--- config.mk ---
export PLATFORM = sky130hd
export DESIGN_NAME = data_mem_controller_flat
export DESIGN_NICKNAME = d
export VERILOG_FILES = /design/src/rtl/data_mem_controller_if.sv /design/src/rtl/data_mem_controller.sv /design/src/flat_wrapper.sv
export SDC_FILE = /design/constraint.sdc
export NUM_CORES = 1
export LEC_CHECK = 0
export ABC_AREA = 1
export BUFFER_PORTS_ARGS = -buffer_cell sky130_fd_sc_hd__buf_4
export CAP_MARGIN = 10
export CORE_MARGIN = 10
export CORE_UTILIZATION = 48
export CTS_BUF_LIST = sky130_fd_sc_hd__clkbuf_8
export CTS_CLUSTER_DIAMETER = 100
export DETAILED_ROUTE_END_ITERATION = 10
export PLACE_DENSITY = 0.79
export REMOVE_ABC_BUFFERS = 1
export SETUP_SLACK_MARGIN = 0.3
export SLEW_MARGIN = 20
export SYNTH_ARGS = -nofsm -noshare
export SYNTH_HDL_FRONTEND = slang
export SYNTH_SLANG_ARGS = --single-unit
--- constraint.sdc ---
create_clock -name clock -period 2.1 [get_ports clock]
set_input_delay 0 -clock clock [delete_from_list [all_inputs] [get_ports clock]]
set_output_delay 0 -clock clock [all_outputs]
set_load 0.01 [all_outputs]
--- src/rtl/data_mem_controller_if.sv ---
// rtl/data_mem_controller_if.sv - requester, status and memory bus bundle for data_mem_controller
// Ports (signals):
//   cpu_req/we/size/addr/wdata -> controller, cpu_ready <- controller
//   dma_req/we/size/addr/wdata -> controller, dma_ready <- controller
//   rdata, err, busy           <- controller (shared status/result)
//   mem_addr, mem_wdata, mem_we <- controller; mem_rdata -> controller (sync-read memory)
// Modports: master = requesters plus memory side, slave = controller.
interface data_mem_controller_if #(
    parameter int ADDR_W = 11
) ();
    logic              cpu_req;
    logic              cpu_we;
    logic [1:0]        cpu_size;
    logic [ADDR_W-1:0] cpu_addr;
    logic [31:0]       cpu_wdata;
    logic              cpu_ready;

    logic              dma_req;
    logic              dma_we;
    logic [1:0]        dma_size;
    logic [ADDR_W-1:0] dma_addr;
    logic [31:0]       dma_wdata;
    logic              dma_ready;

    logic [31:0]       rdata;
    logic              err;
    logic              busy;

    logic [ADDR_W-1:0] mem_addr;
    logic [7:0]        mem_wdata;
    logic              mem_we;
    logic [7:0]        mem_rdata;

    modport master (
        output cpu_req, cpu_we, cpu_size, cpu_addr, cpu_wdata,
        output dma_req, dma_we, dma_size, dma_addr, dma_wdata,
        output mem_rdata,
        input  cpu_ready, dma_ready, rdata, err, busy,
        input  mem_addr, mem_wdata, mem_we
    );

    modport slave (
        input  cpu_req, cpu_we, cpu_size, cpu_addr, cpu_wdata,
        input  dma_req, dma_we, dma_size, dma_addr, dma_wdata,
        input  mem_rdata,
        output cpu_ready, dma_ready, rdata, err, busy,
        output mem_addr, mem_wdata, mem_we
    );
endinterface

--- src/rtl/data_mem_controller.sv ---
// rtl/data_mem_controller.sv - round-robin byte sequencer for the 2 KB big-endian data memory
// Shares a byte-wide synchronous-read memory between a CPU port and a DMA port.
// Each byte/halfword/word request becomes 1/2/4 byte cycles; one ready pulse per
// request, read data right-justified.
// Ports:
//   clock  - system clock, rising edge
//   reset  - asynchronous active-high reset
//   bus    - data_mem_controller_if.slave (requester ports, status, memory bus)
// Optional macro DMC_UNALIGNED_EN: misaligned requests run byte-serially with
// address wrap instead of being rejected.
module data_mem_controller #(
    parameter int ADDR_W = 11
) (
    input  logic                  clock,
    input  logic                  reset,
    data_mem_controller_if.slave  bus
);
    typedef enum logic [1:0] {IDLE, XFER, WAIT, DONE} state_t;

    state_t            state, state_nxt;
    logic              last_dma;
    logic              gnt_dma;
    logic              we_q;
    logic              err_q;
    logic [2:0]        n_q;
    logic [1:0]        k_q;
    logic [ADDR_W-1:0] base_q;
    logic [31:0]       wdata_q;
    logic [31:0]       acc_q;

    logic              req_any;
    logic              sel_dma;
    logic              r_we;
    logic [1:0]        r_size;
    logic [ADDR_W-1:0] r_addr;
    logic [31:0]       r_wdata;
    logic [2:0]        r_n;
    logic              r_illegal;
    logic              last_byte;
    logic [1:0]        byte_idx;

    assign req_any   = bus.cpu_req | bus.dma_req;
    assign last_byte = ({1'b0, k_q} == (n_q - 3'd1));
    // Big-endian: byte k of the transfer is byte (n-1-k) of the store data.
    assign byte_idx  = 2'(n_q - 3'd1 - {1'b0, k_q});

    // Arbitration and request field selection.
    always_comb begin
        sel_dma = bus.dma_req;
        if (bus.cpu_req && bus.dma_req)
            sel_dma = ~last_dma;
        r_we    = sel_dma ? bus.dma_we    : bus.cpu_we;
        r_size  = sel_dma ? bus.dma_size  : bus.cpu_size;
        r_addr  = sel_dma ? bus.dma_addr  : bus.cpu_addr;
        r_wdata = sel_dma ? bus.dma_wdata : bus.cpu_wdata;
        case (r_size)
            2'd1:    r_n = 3'd2;
            2'd2:    r_n = 3'd4;
            default: r_n = 3'd1;
        endcase
`ifdef DMC_UNALIGNED_EN
        r_illegal = (r_size == 2'd3);
`else
        r_illegal = (r_size == 2'd3)
                  || ((r_size == 2'd1) && r_addr[0])
                  || ((r_size == 2'd2) && (r_addr[1:0] != 2'b00));
`endif
    end

    always_ff @(posedge clock or posedge reset) begin
        if (reset)
            state <= IDLE;
        else
            state <= state_nxt;
    end

    always_comb begin
        state_nxt     = state;
        bus.cpu_ready = 1'b0;
        bus.dma_ready = 1'b0;
        bus.err       = 1'b0;
        bus.rdata     = 32'd0;
        bus.busy      = (state != IDLE);
        bus.mem_addr  = '0;
        bus.mem_wdata = 8'd0;
        bus.mem_we    = 1'b0;
        case (state)
            IDLE: begin
                if (req_any)
                    state_nxt = r_illegal ? DONE : XFER;
            end
            XFER: begin
                bus.mem_addr = base_q + ADDR_W'(k_q);
                bus.mem_we   = we_q;
                if (we_q)
                    bus.mem_wdata = wdata_q[8*byte_idx +: 8];
                if (last_byte)
                    state_nxt = we_q ? DONE : WAIT;
            end
            WAIT: state_nxt = DONE;
            DONE: begin
                bus.cpu_ready = ~gnt_dma;
                bus.dma_ready = gnt_dma;
                bus.err       = err_q;
                bus.rdata     = acc_q;
                state_nxt     = IDLE;
            end
            default: state_nxt = IDLE;
        endcase
    end

    always_ff @(posedge clock or posedge reset) begin
        if (reset) begin
            last_dma <= 1'b1;
            gnt_dma  <= 1'b0;
            we_q     <= 1'b0;
            err_q    <= 1'b0;
            n_q      <= 3'd1;
            k_q      <= 2'd0;
            base_q   <= '0;
            wdata_q  <= 32'd0;
            acc_q    <= 32'd0;
        end else begin
            case (state)
                IDLE: begin
                    if (req_any) begin
                        gnt_dma  <= sel_dma;
                        last_dma <= sel_dma;
                        we_q     <= r_we;
                        err_q    <= r_illegal;
                        n_q      <= r_n;
                        k_q      <= 2'd0;
                        base_q   <= r_addr;
                        wdata_q  <= r_wdata;
                        acc_q    <= 32'd0;
                    end
                end
                XFER: begin
                    k_q <= k_q + 2'd1;
                    // Read data lags the address by one cycle, so byte k-1 lands now.
                    if (!we_q && (k_q != 2'd0))
                        acc_q <= {acc_q[23:0], bus.mem_rdata};
                end
                WAIT: acc_q <= {acc_q[23:0], bus.mem_rdata};
                default: ;
            endcase
        end
    end
endmodule

--- src/flat_wrapper.sv ---
// flat-port wrapper written by rule: the top's interface ports become plain ports
module data_mem_controller_flat 
#(
    parameter int ADDR_W = 11
)
  (clock, reset, bus_cpu_req, bus_cpu_we, bus_cpu_size, bus_cpu_addr, bus_cpu_wdata, bus_dma_req, bus_dma_we, bus_dma_size, bus_dma_addr, bus_dma_wdata, bus_mem_rdata, bus_cpu_ready, bus_dma_ready, bus_rdata, bus_err, bus_busy, bus_mem_addr, bus_mem_wdata, bus_mem_we);
  data_mem_controller_if #(.ADDR_W(ADDR_W)) bus_i ();
  input  logic clock;
  input  logic reset;
  input wire logic [$bits(bus_i.cpu_req)-1:0] bus_cpu_req;
  input wire logic [$bits(bus_i.cpu_we)-1:0] bus_cpu_we;
  input wire logic [$bits(bus_i.cpu_size)-1:0] bus_cpu_size;
  input wire logic [$bits(bus_i.cpu_addr)-1:0] bus_cpu_addr;
  input wire logic [$bits(bus_i.cpu_wdata)-1:0] bus_cpu_wdata;
  input wire logic [$bits(bus_i.dma_req)-1:0] bus_dma_req;
  input wire logic [$bits(bus_i.dma_we)-1:0] bus_dma_we;
  input wire logic [$bits(bus_i.dma_size)-1:0] bus_dma_size;
  input wire logic [$bits(bus_i.dma_addr)-1:0] bus_dma_addr;
  input wire logic [$bits(bus_i.dma_wdata)-1:0] bus_dma_wdata;
  input wire logic [$bits(bus_i.mem_rdata)-1:0] bus_mem_rdata;
  output wire logic [$bits(bus_i.cpu_ready)-1:0] bus_cpu_ready;
  output wire logic [$bits(bus_i.dma_ready)-1:0] bus_dma_ready;
  output wire logic [$bits(bus_i.rdata)-1:0] bus_rdata;
  output wire logic [$bits(bus_i.err)-1:0] bus_err;
  output wire logic [$bits(bus_i.busy)-1:0] bus_busy;
  output wire logic [$bits(bus_i.mem_addr)-1:0] bus_mem_addr;
  output wire logic [$bits(bus_i.mem_wdata)-1:0] bus_mem_wdata;
  output wire logic [$bits(bus_i.mem_we)-1:0] bus_mem_we;
  assign bus_i.cpu_req = bus_cpu_req;
  assign bus_i.cpu_we = bus_cpu_we;
  assign bus_i.cpu_size = bus_cpu_size;
  assign bus_i.cpu_addr = bus_cpu_addr;
  assign bus_i.cpu_wdata = bus_cpu_wdata;
  assign bus_i.dma_req = bus_dma_req;
  assign bus_i.dma_we = bus_dma_we;
  assign bus_i.dma_size = bus_dma_size;
  assign bus_i.dma_addr = bus_dma_addr;
  assign bus_i.dma_wdata = bus_dma_wdata;
  assign bus_i.mem_rdata = bus_mem_rdata;
  assign bus_cpu_ready = bus_i.cpu_ready;
  assign bus_dma_ready = bus_i.dma_ready;
  assign bus_rdata = bus_i.rdata;
  assign bus_err = bus_i.err;
  assign bus_busy = bus_i.busy;
  assign bus_mem_addr = bus_i.mem_addr;
  assign bus_mem_wdata = bus_i.mem_wdata;
  assign bus_mem_we = bus_i.mem_we;
  data_mem_controller #(.ADDR_W(ADDR_W)) u_core (.clock(clock), .reset(reset), .bus(bus_i));
endmodule
Yosys cells after proc, flatten, opt, wreduce, memory -nomap -nowiden:

Cells that the tools add are included.

* output and inout bits: 56
* word-level logic and storage cells: 69
* register bits after elaboration: 86
* bits of input ports: 104

* add/subtract/negate cells: 4
* mux-type cells: 24
* reductions and logical operators: 17
* shift-type cells: 1
* equality and inequality tests: 10
* bitwise logic cells: 3

Operators by type and width (count)
* 32-bit 2-to-1 mux: 4
* 32-bit case mux with 3 select lines: 1
* 32-bit by 6-bit indexed part select with 8-bit output: 1
* 11-bit 2-to-1 mux: 2
* 8-bit 2-to-1 mux: 2
* 11-bit by 2-bit adder with 11-bit output: 1
* 2-bit 2-to-1 mux: 5
* 2-bit == test, second input constant: 4
* 2-bit case mux with 4 select lines: 1
* 2-bit nonzero test: 4
* 1-bit 2-to-1 mux: 7
* 2-bit by 1-bit inequality test with 1-bit output, second input constant: 3
* 3-bit case mux with 2 select lines: 1
* 2-bit AND reduction: 3
* 2-bit by 1-bit == test with 1-bit output, second input constant: 2
* 1-bit logical AND: 4
* 2-bit case mux with 2 select lines: 1
* 2-bit by 3-bit == test with 1-bit output: 1
* 3-bit AND reduction: 1
* 3-bit nonzero test: 1
* 3-bit by 1-bit subtractor with 3-bit output, second input constant: 1
* 2-bit by 1-bit adder with 2-bit output, second input constant: 1
* 2-bit logical NOT: 1
* 1-bit logical OR: 2
* 4 further kinds: 5

Logic depth before layout (Yosys ltp):

Gate-level depths: netlist of run 1.

* depth after elaboration: 10
* gate-level depth with buffers: 12
* gate-level depth less buffers: 12

Worst setup path after synthesis of run 1:

No wires, ideal clock.

* path type: register to register
* from: reg u_core.last_dma
* to: reg u_core.state[1]
* clock period less this slack: 2.068 ns
* stages on the path, launching flop included: 13
* data required time: 1.983 ns
* path slack: 0.032 ns
* arrival time: 1.950 ns
* library setup time: 0.117 ns
* path buffers: 0
* cell sequence: dfstp_2 nand2_1 nand2_1 inv_1 or2_2 o21ai_0 inv_1 ha_1 or2_2 nand3_1 nand4_1 nand3_1 nand2_1

* word-level cells in the longest chain between the ends: 10
* elaborated cells on any way between the ends: 15
* those cells by class: eq/ne: 3; mux: 6; bitwise: 1; reduce/logical: 5

Ends and longest elaborated chain
* start: declaration: RTL line data_mem_controller.sv:21 `logic last_dma;`
* start signal: assignment: RTL line data_mem_controller.sv:128 `last_dma <= sel_dma;`
* 1-bit inverter (*): RTL line data_mem_controller.sv:51 `sel_dma = ~last_dma;`
* 1-bit 2-to-1 mux (*): RTL line data_mem_controller.sv:50 `if (bus.cpu_req && bus.dma_req)`
* 2-bit 2-to-1 mux: RTL line data_mem_controller.sv:53 `r_size = sel_dma ? bus.dma_size : bus.cpu_size;`
* 2-bit by 1-bit == test with 1-bit output: RTL line data_mem_controller.sv:65 `|| ((r_size == 2'd1) && r_addr[0])`
* 1-bit logical AND: RTL line data_mem_controller.sv:65
* 1-bit logical OR: RTL line data_mem_controller.sv:65
* 1-bit logical OR (*): RTL line data_mem_controller.sv:66 `|| ((r_size == 2'd2) && (r_addr[1:0] != 2'b00));`
* 2-bit 2-to-1 mux (*): RTL line data_mem_controller.sv:90 `state_nxt = r_illegal ? DONE : XFER;`
* 2-bit 2-to-1 mux (*): RTL line data_mem_controller.sv:89 `if (req_any)`
* 2-bit case mux with 4 select lines (*): RTL line data_mem_controller.sv:87 `case (state)`
* end signal: assignment: RTL line data_mem_controller.sv:74 `state <= state_nxt;`
* end: declaration: RTL line data_mem_controller.sv:20 `state_t state, state_nxt;`

Mark *: on every way between the ends. The rest lies on a longest branch, timed or not. The select of a mux whose other input is x is not followed.
A chain may end at the register's enable or synchronous reset.

Worst setup path in the final report of run 1:

* from: reg u_core.n_q[0]
* to: out bus_mem_wdata[2]

* word-level cells in the longest chain between the ends: 5

Ends and longest elaborated chain
* start: declaration: RTL line data_mem_controller.sv:25 `logic [2:0] n_q;`
* start signal: assignment: RTL line data_mem_controller.sv:131 `n_q <= r_n;`
* 3-bit by 1-bit subtractor with 3-bit output
* 2-bit subtractor: RTL line data_mem_controller.sv:45 `assign byte_idx = 2'(n_q - 3'd1 - {1'b0, k_q});`
* 32-bit by 6-bit indexed part select with 8-bit output: RTL line data_mem_controller.sv:96 `bus.mem_wdata = wdata_q[8*byte_idx +: 8];`
* 8-bit 2-to-1 mux: RTL line data_mem_controller.sv:95 `if (we_q)`
* 8-bit 2-to-1 mux: RTL line data_mem_controller.sv:87
* end: declaration: RTL line flat_wrapper.sv:27 `output wire logic [$bits(bus_i.mem_wdata)-1:0] bus_mem_wdata;`

Every way passes these cells.

==> flow_results.org, run 1 <==
** Setup path
- STA classifies the critical path endpoint as an output port.
- CP most frequent cell :: inv_2
- Reg2Reg Launch Point :: u_core.last_dma$_DFFE_PP1P_
- Arrival time of data at the critical path endpoint :: 2170 ps
- For the worst setup path, the data required time is 2100 ps.
- Cell with the biggest individual delay on the critical path :: dfstp_2
- Crit Path Max Fanout :: 8
- Walking the worst path, the cells encountered are inv_2, ha_4, inv_2, nand2_2, nand2_4, xnor2_4, buf_12, o21ai_4, a21oi_2, buf_4.
- In this design, the largest share of critical-path delay is due to flip-flops.
- Critical path startpoint :: u_core.n_q[0]$_DFFE_PP1P_
- Together, buffers and inverters on the worst path number 4.
- For this run, the slowest stage of the critical path takes between 500 and 600 ps.
- STA classifies the critical path startpoint as a flip-flop.
- By startpoint and endpoint, the worst setup path is classified as flip-flop to output port.

** GRT
- The via count of the first global-routing pass came to approximately 5,700.
- Entering global routing, the biggest net connects 65 pins.
- The first global-routing pass estimated about 28,000 microns of wire.
- For this run, the total global-route usage over all layers was measured as 0.2328.
- Summed over all layers, the global routing overflow is 0.
- Antenna violations before repair :: 4

** Place
- Final estimated routing congestion in global placement :: ~0.83
- Buffers on Ports :: 159
- Prior to clock tree synthesis, the placed netlist has a worst setup slack of -36.99 ps.
- Once placement completed, the tool counted placed cells totaling about 900.
- Detailed placement finished with a half-perimeter wire length of approximately 10,000 microns.

** Detailed routing
- Total via count after detailed routing :: 5,890
- In this run the remaining antenna-violating nets after routing total 0.
- Number of remaining DRC errors :: 0
- Max layer used :: met4
- WL met2 :: approximately 9700 microns
- Detail Route met3 WL :: about 2000 microns
- After detailed routing, the total wire length is ~20,000 microns.
- In the final routing, the length of wire on met1 measures ~7300 microns.
- Detailed-router iteration count before antenna repair :: 7
- In this run, the number of DRC markers left after iteration 0 of detailed routing was 646.
- Dividing the detail-routed wire length by the instance count gives between 15 and 20 microns.
- Using the TritonRoute via totals, the vias-per-cell ratio works out to around 5.6.

** STA
- Setup repair after global routing could not meet its margin everywhere.
- Setup violations remaining at the end of the flow were counted as 8.
- Number of endpoints with negative hold slack in the final report :: 0
- Counting I/O delays and the setup requirement, the final critical path takes 2165 ps.
- Derived from the worst setup path, the maximum achievable clock frequency is about 460 MHz.
- Max Clock Skew :: about 13 ps
- Number of pins with negative max-slew slack in the final report :: 0
- Relative slew margins :: 0.5717
- Fin worst setup slack :: -65.03 ps
- For the pin with the worst max-slew slack, the measured transition is between 600 and 700 ps.
- Final worst path period share :: 1.031
- Final hold analysis gives a worst-case slack of between 60 and 70 ps.

** Floorplan
- The core region is 9774 sq um.
- The floorplan has 36 rows.
- For this configuration, the core starts out at a cell density of 0.4930.
- From bottom edge to top edge, the die measures ~120 microns.
- Die Wd :: between 100 and 150 microns
- Num ports :: between 150 and 200
- The floorplan step defined a die boundary enclosing between 10,000 and 15,000 sq um.

** Finish
- At the end of the flow the core is filled with cells to 0.8255.
- Finished Layout Cells :: ~1,100
- Most common cell after layout, fill and taps aside :: buf_4
- Area taken by flip-flops and latches :: 2160 sq um
- Fill cell count :: 493
- Total number of nets in the final design :: 1,029
- Commonest non-fill, non-tap cells in the layout :: buf_4 (173), o21ai_0 (101), inv_1 (99)
- Summing all multi-input logic gate instances after layout gives 2464 sq um.
- Area growth syn-to-layout :: 67.46%
- Fraction of final layout cells sized beyond drive strength 1 :: 0.3272

** Clock tree
- Bufs on Longest Clock Path :: 2
- Buffers inserted during clock tree synthesis total 9.
- TritonCTS built the clock tree.
- Clock root cell :: clkbuf_8
- TritonCTS Sinks :: 86
- Clock latency on the worst-skew pair :: ~360 ps
- Clock-pin slew was measured on the worst setup and hold paths at approximately 80 ps.
- The clock tree synthesis step divided the H-tree into 3 levels.

** Power and ir drop
- Power Dens Cells :: roughly 1300 nW/um^2
- Overall Power :: roughly 0.011 W
- Max VDD drop :: 764.9 uV
- Leakage component of the power :: 3.980 nW

** Logic synthesis
- Dividing the synthesized area by the synthesized cell count gives approximately 7.4 sq um.
- Count of state elements after synthesis :: 86
- Post-synth cell types :: 29
- In this run the cell area of the synthesized design comes to 4818 sq um.
- Cell count after synthesis :: ~650
- Total of warnings raised by yosys :: 0
- Of the synthesized area, sequential elements account for 0.4472.

** Outcome
- The run finished, with violations left.
- The checks that failed: setup timing.

** Hold path
- Hold Path Origin :: bus_cpu_wdata[23]
- Class of the tightest hold or removal check :: input port to flip-flop

** Job
- Number of max-capacitance violations reported :: 0
-- synthesized netlist by cell type, drive strengths merged --
cell type,n,share of area
xnor2,2,0.0052
o21ai,124,0.13
buf,17,0.023
nand2,112,0.087
clkbuf,21,0.016
or2,3,0.0039
ha,12,0.031
dfstp,2,0.011
nor3,6,0.0062
a31oi,2,0.0026
a21oi,20,0.025
dfrtp,84,0.44
mux2i,4,0.0083
nor2,55,0.043
xor2,1,0.0018
inv,113,0.088
nand3,47,0.049
nand3b,1,0.0016
fa,1,0.0042
nand4,1,0.0013
o211ai,1,0.0016
o22ai,19,0.025
-- logic make-up after synthesis --
group                    count (synthesis)  synth area share
AO/OA/AOI/OAI                          166            0.1831
XOR/XNOR                                 3          0.007013
adder cells (fa/ha/maj)                 13           0.03531
buffers and inverters                  151            0.1272
flip-flops                              86            0.4472
multiplexers                             4          0.008310
AND/OR/NAND/NOR                        225            0.1919
-- what timing repair did --
| action | CTS | global route |
|---|---|---|
| pin swaps | 11 | 25 |
| hold buffers | 92 | 0 |
| gates resized for setup | 58 | 80 |
| gates cloned | 1 | 2 |
| endpoints found under the hold margin | 82 | 0 |
| setup endpoints to repair | 42 | 130 |
| setup buffers | 10 | 11 |
-- where the power goes --
part           leakage, nW  internal, W  switching, W  total [W]
clock network        0.105     0.000650      0.000610    0.00126
logic                 2.79      0.00261       0.00375    0.00636
registers             1.09      0.00243      0.000592    0.00302
-- registers in the layout (all words and copies together) (netlist names) --
name,count
u_core.base_q,11
u_core.gnt_dma,1
u_core.err_q,1
u_core.last_dma,1
u_core.state,2
u_core.wdata_q,32
u_core.n_q,3
u_core.acc_q,32
u_core.k_q,2
u_core.we_q,1
-- layer usage --
layer  vias to the layer above  global-route usage
met5                         -                   0
met4                         0              0.1116
met2                       448              0.3886
met1                      2749              0.2627
li1                       2601                   -
met3                        92             0.07957
-- cell type report --
cell class,instances,share of cell area
clock buffers,12,0.02047
diodes,6,0.001861
inverters,113,0.05350
clock inverters,4,0.006668
multi-input cells,411,0.3053
flip-flops and latches,86,0.2676
well taps,133,0.02062
repair buffers,291,0.3239
-- final timing paths --
path / end / depth (start not counted) / slack [ps]
min reg2reg: u_core.last_dma$_DFFE_PP1P_ / 2 / 480
max in group asynchronous: u_core.n_q[0]$_DFFE_PP1P_ / 4 / 1050
max: bus_mem_wdata[2] / 10 / -70
min: u_core.wdata_q[23]$_DFFE_PP0P_ / 3 / 60
max reg2reg: u_core.state[1]$_DFFE_PP0P_ / 12 / 60
min in group asynchronous: u_core.wdata_q[14]$_DFFE_PP0P_ / 3 / 280
-- stage by stage --
stage | instance area [sq um] | TNS [ps]
after floorplan | 4629 | -31040
after global placement | 6161 | 0
after detailed placement | 6161 | -60.54
after CTS | 7562 | -87.14
after global routing | 8064 | -975.4
final | 8069 | -300.8
-- worst reg2reg max path, stage by stage (launching register included) --
cell	delay (ps)
dfstp_2	550
nand2_2	70
nand2_2	90
inv_2	50
or2_4	240
o21ai_4	80
inv_2	80
buf_4	140
ha_1	210
inv_1	120
nand4_1	100
nand3_1	110
nand2_1	70
No activity file was read; power rests on OpenSTA's default activity.
==> inputs of run 2 (changes only) <==
--- a/config.mk
+++ b/config.mk
@@ -13,6 +13,7 @@
 export CTS_BUF_LIST = sky130_fd_sc_hd__clkbuf_8
 export CTS_CLUSTER_DIAMETER = 100
 export DETAILED_ROUTE_END_ITERATION = 10
+export GPL_TIMING_DRIVEN = 0
 export PLACE_DENSITY = 0.79
 export REMOVE_ABC_BUFFERS = 1
 export SETUP_SLACK_MARGIN = 0.3
==> run 2 against run 1 <==
Compared with the run above: the run still ends with setup timing left; routed wire length is 27% higher; worst hold slack got worse by 25 ps; sequential share of layout area shrank 1.3 points; sequential cell count stayed put; non-clock buffer count up 29; combinational power increased by 21%; die area unchanged; largest power group unchanged; highest routed layer unchanged.
==> flow_results.org, run 2 (synthesis results as in run 1) <==
** Outcome
- The run finished, with violations left.
- The checks that failed: setup timing.

** STA
- Final setup fails :: 8
- Min Tclk post-route :: 2311 ps
- Fin worst setup slack :: -211.2 ps
- Fmax :: around 430 MHz
- Total negative slack :: -1168 ps
- The count of final hold-check violations was 0.
- Clock skew on the completed layout was measured at roughly 18 ps.
- Number of pins with negative max-slew slack in the final report :: 0
- For the pin with the worst max-slew slack, the measured transition is between 700 and 800 ps.
- Dividing the final minimum period by the clock period gives 1.101.
- RSZ-0062 raised after global routing :: true
- Relative slew margins :: 0.5178

** Detailed routing
- Wires add up to between 20,000 and 30,000 microns.
- The first detailed-routing pass took 5 iterations.
- The count of nets left with antenna violations once routing finished came out at 0.
- The first routing iteration left between 900 and 1,000 violations.
- Number of remaining DRC errors :: 0
- After detailed routing, the average wire length per cell comes to around 23 microns.
- Across all layers, the routed design uses between 6,000 and 7,000 vias.
- Routed via count divided by cell count :: just over 6

** Hold path
- Endpoint, Worst Hold :: u_core.base_q[10]$_DFFE_PP0P_
- Class of the tightest hold or removal check :: input port to flip-flop
- Hold depth :: 3
- Hold Path Origin :: bus_cpu_addr[10]

** Setup path
- Worst setup path class :: flip-flop to output port
- Reg-to-reg setup timing slack :: ~50 ps
- Counting cells, the worst reg-to-reg path comes to 13.
- Req. time, crit path :: ~2100 ps
- Arrival time of data at the critical path endpoint :: 2310 ps
- Worst Setup End Kind :: output port
- In this run the critical register-to-register path is launched from u_core.last_dma$_DFFE_PP1P_.
- Crit Path Max Fanout :: 5
- The worst register-to-register path ends at u_core.err_q$_DFFE_PP0P_.
- STA classifies the critical path startpoint as a flip-flop.

** Power and ir drop
- IR analysis of the VDD net gives a maximum drop of 918.3 uV.
- In this run the static leakage power is 4.222 nW.
- Dividing total power by cell area gives a power density of 1432 nW/um^2.

** GRT
- Entering global routing, the biggest net connects 56 pins.
- Aggregate global-route resource usage :: 0.2675
- Via count of the first global-routing pass :: approximately 6,300
- The first global-routing pass estimated roughly 32,000 microns of wire.
- Antenna violations before repair :: 0
- For this run the aggregate overflow at the end of global routing stands at 0.

** Clock tree
- Deepest level of the CTS H-tree :: 3
- After clock tree synthesis, the clock-pin slew on the worst setup and hold paths is 100 ps.
- CTS tree :: done
- Clock latency on the worst-skew pair, taken at its later pin, is 370 ps.
- The clock drives 86 sinks.
- Clock tree synthesis inserted a total of 9 buffers.
- No sink is reached through more buffers than the 2 on the longest clock path.
- The tree is rooted in a clkbuf_8.

** Floorplan
- After floorplanning, the core was divided into 36 placement rows.
- The initial utilization of the core area, before any placement, comes to 0.4930.
- In this run the count of I/O pins placed on the die edge is 160.
- Vertical die dimension :: ~120 microns
- Die Wd :: 120.2 microns
- Core Region :: about 9800 sq um
- Die ar. :: between 10,000 and 15,000 sq um

** Finish
- The largest registers in the layout are u_core.acc_q: 32 flops, u_core.wdata_q: 32 flops, u_core.base_q: 11 flops.
- Total number of nets in the final design :: 1,062
- Area taken by flip-flops and latches :: about 2200 sq um
- Fraction of final layout cells sized beyond drive strength 1 :: 0.3558
- Most common cell after layout, fill and taps aside :: buf_4
- Area growth syn-to-layout :: 76.21%
- Commonest non-fill, non-tap cells in the layout :: buf_4 (196), inv_1 (99), nand2_1 (96)
- Summing all multi-input logic gate instances after layout gives 2559 sq um.
- Fill cell count :: about 410

** Place
- During placement, the flow inserted port buffers numbering between 150 and 200.
- At the end of routability-driven placement, the weighted congestion stood at around 0.83.
- Prior to clock tree synthesis, the placed netlist has a worst setup slack of -649.8 ps.
- Summed over all nets, the half-perimeter wirelength after detailed placement is just under 10,000 microns.

** Job
- Max-cap violations in this run came to 0.
==> run 2: cell count changes in the layout (fill, tap and decap cells not counted), sizes merged <==
cell	delta
bufinv	+1
bufbuf	+1
inv	+6
buf	+26
clkinvlp	-3
a21oi	+2
diode	-5
==> run 2: metal layers <==
layer / share of wire / global-route usage
met3: 0.13 / 0.08562
met2: 0.45 / 0.4525
met5: 0 / 0
met1: 0.33 / 0.2915
met4: 0.091 / 0.1516
==> run 2: worst max-delay path by stage <==
stage / startpoint / to / slack [ps]
after floorplan: u_core.last_dma$_DFFE_PP1P_ / u_core.state[1]$_DFFE_PP0P_ / -1360
after global placement: u_core.last_dma$_DFFE_PP1P_ / u_core.state[1]$_DFFE_PP0P_ / -2410
after detailed placement: u_core.last_dma$_DFFE_PP1P_ / u_core.state[1]$_DFFE_PP0P_ / -650
after CTS: u_core.n_q[0]$_DFFE_PP1P_ / bus_mem_wdata[7] / -60
after global routing: u_core.n_q[0]$_DFFE_PP1P_ / bus_mem_wdata[3] / -230
final: u_core.n_q[0]$_DFFE_PP1P_ / bus_mem_wdata[3] / -210
==> run 2: final cells by class <==
type	instances	area share
Tap cell	133	0.01960
Clock inverter	6	0.009136
Antenna cell	1	0.0002947
Multi-Input combinational cell	413	0.3014
Timing Repair inverter	2	0.002063
Timing Repair Buffer	320	0.3428
Clock buffer	10	0.01621
Sequential cell	86	0.2545
Inverter	113	0.05408
==> run 2: metrics by stage <==
| step | instance area [sq um] | util | total power, W | std cells | hold WS [ps] |
|---|---|---|---|---|---|
| finish | 8491 | 0.8687 | 0.01216 | 1084 | 38.08 |
| global route | 8488 | 0.8684 | 0.01260 | 1083 | 58.61 |
| CTS | 7802 | 0.7983 | 0.009679 | 1049 | 19.18 |
| detailed placement | 6090 | 0.6230 | 0.007192 | 906 | 161.3 |
| global placement | 5989 | 0.6128 | 0.006833 | 902 | 238.5 |
| floorplan | 4629 | - | 0.005551 | 610 | 150.1 |
==> run 2: critical path: stages (launching register included) <==
cell and delay [ps]:
dfstp_2 550, inv_2 50, ha_4 270, inv_2 40, nand2_2 60, nand2_4 70
xnor2_4 260, buf_6 190, o21ai_1 90, a21oi_1 190, buf_4 160
==> run 2: power by group <==
group | total (W) | leakage [nW] | internal, W | switching, W
logic | 0.00768 | 3.02 | 0.00326 | 0.00442
clock network | 0.00136 | 0.119 | 0.000692 | 0.000663
registers | 0.00313 | 1.08 | 0.00243 | 0.000697
total | 0.0122 | 4.22 | 0.00638 | 0.00578
==> run 2: repair_timing <==
item / in CTS / in global routing
buffers inserted: 29 / 28
endpoints found under the hold margin: 102 / 0
gates resized for setup: 73 / 105
pin swaps: 25 / 33
gates cloned: 6 / 6
endpoints found under the setup margin: 136 / 85
hold buffers: 92 / 0
==> inputs of run 3 (changes only) <==
--- a/config.mk
+++ b/config.mk
@@ -9,12 +9,11 @@
 export BUFFER_PORTS_ARGS = -buffer_cell sky130_fd_sc_hd__buf_4
 export CAP_MARGIN = 10
 export CORE_MARGIN = 10
-export CORE_UTILIZATION = 48
-export CTS_BUF_LIST = sky130_fd_sc_hd__clkbuf_8
+export CORE_UTILIZATION = 46
 export CTS_CLUSTER_DIAMETER = 100
 export DETAILED_ROUTE_END_ITERATION = 10
 export GPL_TIMING_DRIVEN = 0
-export PLACE_DENSITY = 0.79
+export PLACE_DENSITY = 0.76
 export REMOVE_ABC_BUFFERS = 1
 export SETUP_SLACK_MARGIN = 0.3
 export SLEW_MARGIN = 20
==> run 3 against run 2 <==
Compared with the run above: the run still ends with setup timing left; worst hold slack gained 120 ps; total power fell by 7.5%; critical endpoint is now bus_mem_wdata[7]; cell count fell by 1.0%; cell area decreased by 3.0%; critical path type unchanged; setup slack improved by 190 ps; die area up 3.6%; sequential power is 4% lower; maximum frequency grew 8.9%; via count decreased by 12%.
==> flow_results.org, run 3 (synthesis results as in run 1) <==
** GRT
- Via count of the first global-routing pass :: roughly 5,900
- Largest net degree at the start of global routing :: 53
- First-pass GRT wire length :: slightly below 30,000 microns
- Total congestion overflow :: 0
- Across every metal layer, demand over resource in global routing totals 0.2397.
- Antenna violations before repair :: 1

** Hold path
- The worst hold path belongs to the class input port to flip-flop.

** Clock tree
- Bufs on Longest Clock Path :: 2
- TritonCTS Sinks :: 86
- Counting the buffers created by CTS gives 9.
- TritonCTS built the clock tree.
- Clock transition time at the flip-flop clock pins of the worst setup and hold paths :: approximately 90 ps
- The tree is rooted in a clkbuf_8.
- In this run the number of H-tree levels came out at 3.
- The later pin in the worst-skew pair is clocked with a latency of between 300 and 400 ps.

** Place
- Buffers on Ports :: approximately 160
- DPL Wire Length :: about 10,000 microns
- Final estimated routing congestion in global placement :: around 0.85

** STA
- Number of pins with negative max-slew slack in the final report :: 0
- Total negative slack :: -66.19 ps
- At the pin with the least slew margin, the transition time is 494.4 ps.
- Setup violations remaining at the end of the flow were counted as 6.
- For the finished layout, the period the worst path requires is 2123 ps.
- Measured against its own limit, the worst slew margin works out to 0.6704.
- RSZ-0062 raised after global routing :: true
- Fin worst setup slack :: -22.63 ps
- Fmax :: approximately 470 MHz
- Number of endpoints with negative hold slack in the final report :: 0
- Max Clock Skew :: roughly 15 ps
- Final worst path period share :: 1.011

** Finish
- Total number of nets in the final design :: between 1,000 and 1,500
- The largest registers in the layout are u_core.acc_q: 32 flops, u_core.wdata_q: 32 flops, u_core.base_q: 11 flops.
- Area growth syn-to-layout :: 70.92%
- Registers take between 2000 and 2500 sq um.
- Fill cell count :: 619
- Fraction of final layout cells sized beyond drive strength 1 :: 0.3355
- Summing all multi-input logic gate instances after layout gives 2465 sq um.
- Commonest non-fill, non-tap cells in the layout :: buf_4 (188), nand2_1 (101), inv_1 (97)
- Most common cell after layout, fill and taps aside :: buf_4

** Floorplan
- Die ar. :: 14,970 sq um
- The floorplan has 37 rows.
- Num ports :: 160
- Die Wd :: 122.3 microns
- From bottom edge to top edge, the die measures ~120 microns.
- Core Region :: 10,280 sq um
- For this configuration, the core starts out at a cell density of 0.4688.

** Detailed routing
- Total via count after detailed routing :: a little under 6,000
- The first TritonRoute pass finished after 8 iterations.
- After detailed routing, the number of remaining DRC violations is 0.
- Routed via count divided by cell count :: ~5.4
- The first routing iteration left approximately 610 violations.
- Final wirelength :: between 15,000 and 20,000 microns
- After detailed routing, the average wire length per cell comes to approximately 19 microns.
- Once detail routing completed, the nets flagged for antenna violations numbered 0.

** Power and ir drop
- Leakage component of the power :: ~4.1 nW
- Max VDD drop :: 869.9 uV
- In this run the power density over the cells is ~1400 nW/um^2.
- Summing internal, switching and leakage power gives about 0.011 W.

** Outcome
- The checks that failed: setup timing.
- Status :: complete, but fails checks

** Setup path
- STA classifies the critical path endpoint as an output port.
- Req. time, crit path :: 2100 ps
- Worst setup path class :: flip-flop to output port
- Arrival time of data at the critical path endpoint :: approximately 2100 ps
- Crit Path Max Fanout :: 8
- Startpoint kind of the worst setup timing path :: flip-flop

** Job
- Number of max-capacitance violations reported :: 0
[run 3: changes by cell type in the layout (fill, tap and decap cells not counted), sizes merged]
| cell | delta |
|---|---|
| buf | -11 |
| a21oi | -1 |
| inv | -2 |
| bufbuf | -1 |
| dlygate4sd3 | +1 |
[run 3: stage by stage]
step	worst slack (ps)	hold WS (ps)	cell area, sq um	cells	utilization
global placement	-2486	238.9	5993	905	0.5832
floorplan	-1364	150.1	4629	610	-
finish	-22.63	160.6	8235	1073	0.8013
detailed placement	-775.0	73.18	6131	910	0.5965
CTS	24.49	59.81	7777	1048	0.7568
global route	-72.49	153.4	8235	1073	0.8013
[run 3: worst paths after layout]
path / startpoint / to / slack (ps) / depth (start not counted)
worst max-delay path: u_core.n_q[0]$_DFFE_PP1P_ / bus_mem_wdata[7] / -20 / 10
worst min-delay path: bus_cpu_addr[0] / u_core.base_q[0]$_DFFE_PP0P_ / 160 / 5
worst max register to register: u_core.last_dma$_DFFE_PP1P_ / u_core.state[1]$_DFFE_PP0P_ / 50 / 12
worst min register to register: u_core.wdata_q[29]$_DFFE_PP0P_ / u_core.wdata_q[29]$_DFFE_PP0P_ / 500 / 2
max in group asynchronous: reset / u_core.n_q[0]$_DFFE_PP1P_ / 1210 / 4
min in group asynchronous: reset / u_core.wdata_q[30]$_DFFE_PP0P_ / 230 / 3
[run 3: final cells by class]
cell class	instances	share of cell area
Inverter	113	0.05454
Sequential cell	86	0.2622
Antenna cell	1	0.0003039
Timing Repair inverter	2	0.002127
Tap cell	136	0.02066
Clock inverter	4	0.008964
Multi-Input combinational cell	412	0.2993
Timing Repair Buffer	307	0.3355
Clock buffer	12	0.01641
[run 3: per-layer routing]
| metal | wire (microns) | global-route usage | part of all wire | up-vias |
|---|---|---|---|---|
| met4 | 767 | 0.1274 | 0.038 | 0 |
| met1 | 7552 | 0.2665 | 0.38 | 2724 |
| met5 | 0 | 0 | 0 | - |
| li1 | - | - | - | 2639 |
| met2 | 9652 | 0.3991 | 0.48 | 377 |
| met3 | 2010 | 0.08219 | 0.10 | 76 |
[run 3: what timing repair did]
item | in CTS | in global routing
endpoints found under the setup margin | 98 | 109
endpoints found under the hold margin | 84 | 0
gates resized for setup | 72 | 77
cloned | 4 | 4
pin swaps | 25 | 23
buffers inserted | 25 | 20
hold buffers | 93 | 0
[run 3: critical path, cell delays in order, from the launching register on]
cell	delay, ps
dfstp_2	550
inv_2	50
ha_4	260
inv_2	40
nand2_2	80
nand2_4	70
xnor2_4	190
buf_12	170
o21ai_2	80
a21oi_4	150
buf_6	120
[run 3: report_power, final]
part	leakage, nW	total [W]	internal [W]	switching [W]
clock	0.105	0.00128	0.000673	0.000603
combinational	2.89	0.00698	0.00307	0.00391
sequential	1.09	0.00299	0.00243	0.000567
total	4.08	0.0112	0.00617	0.00508
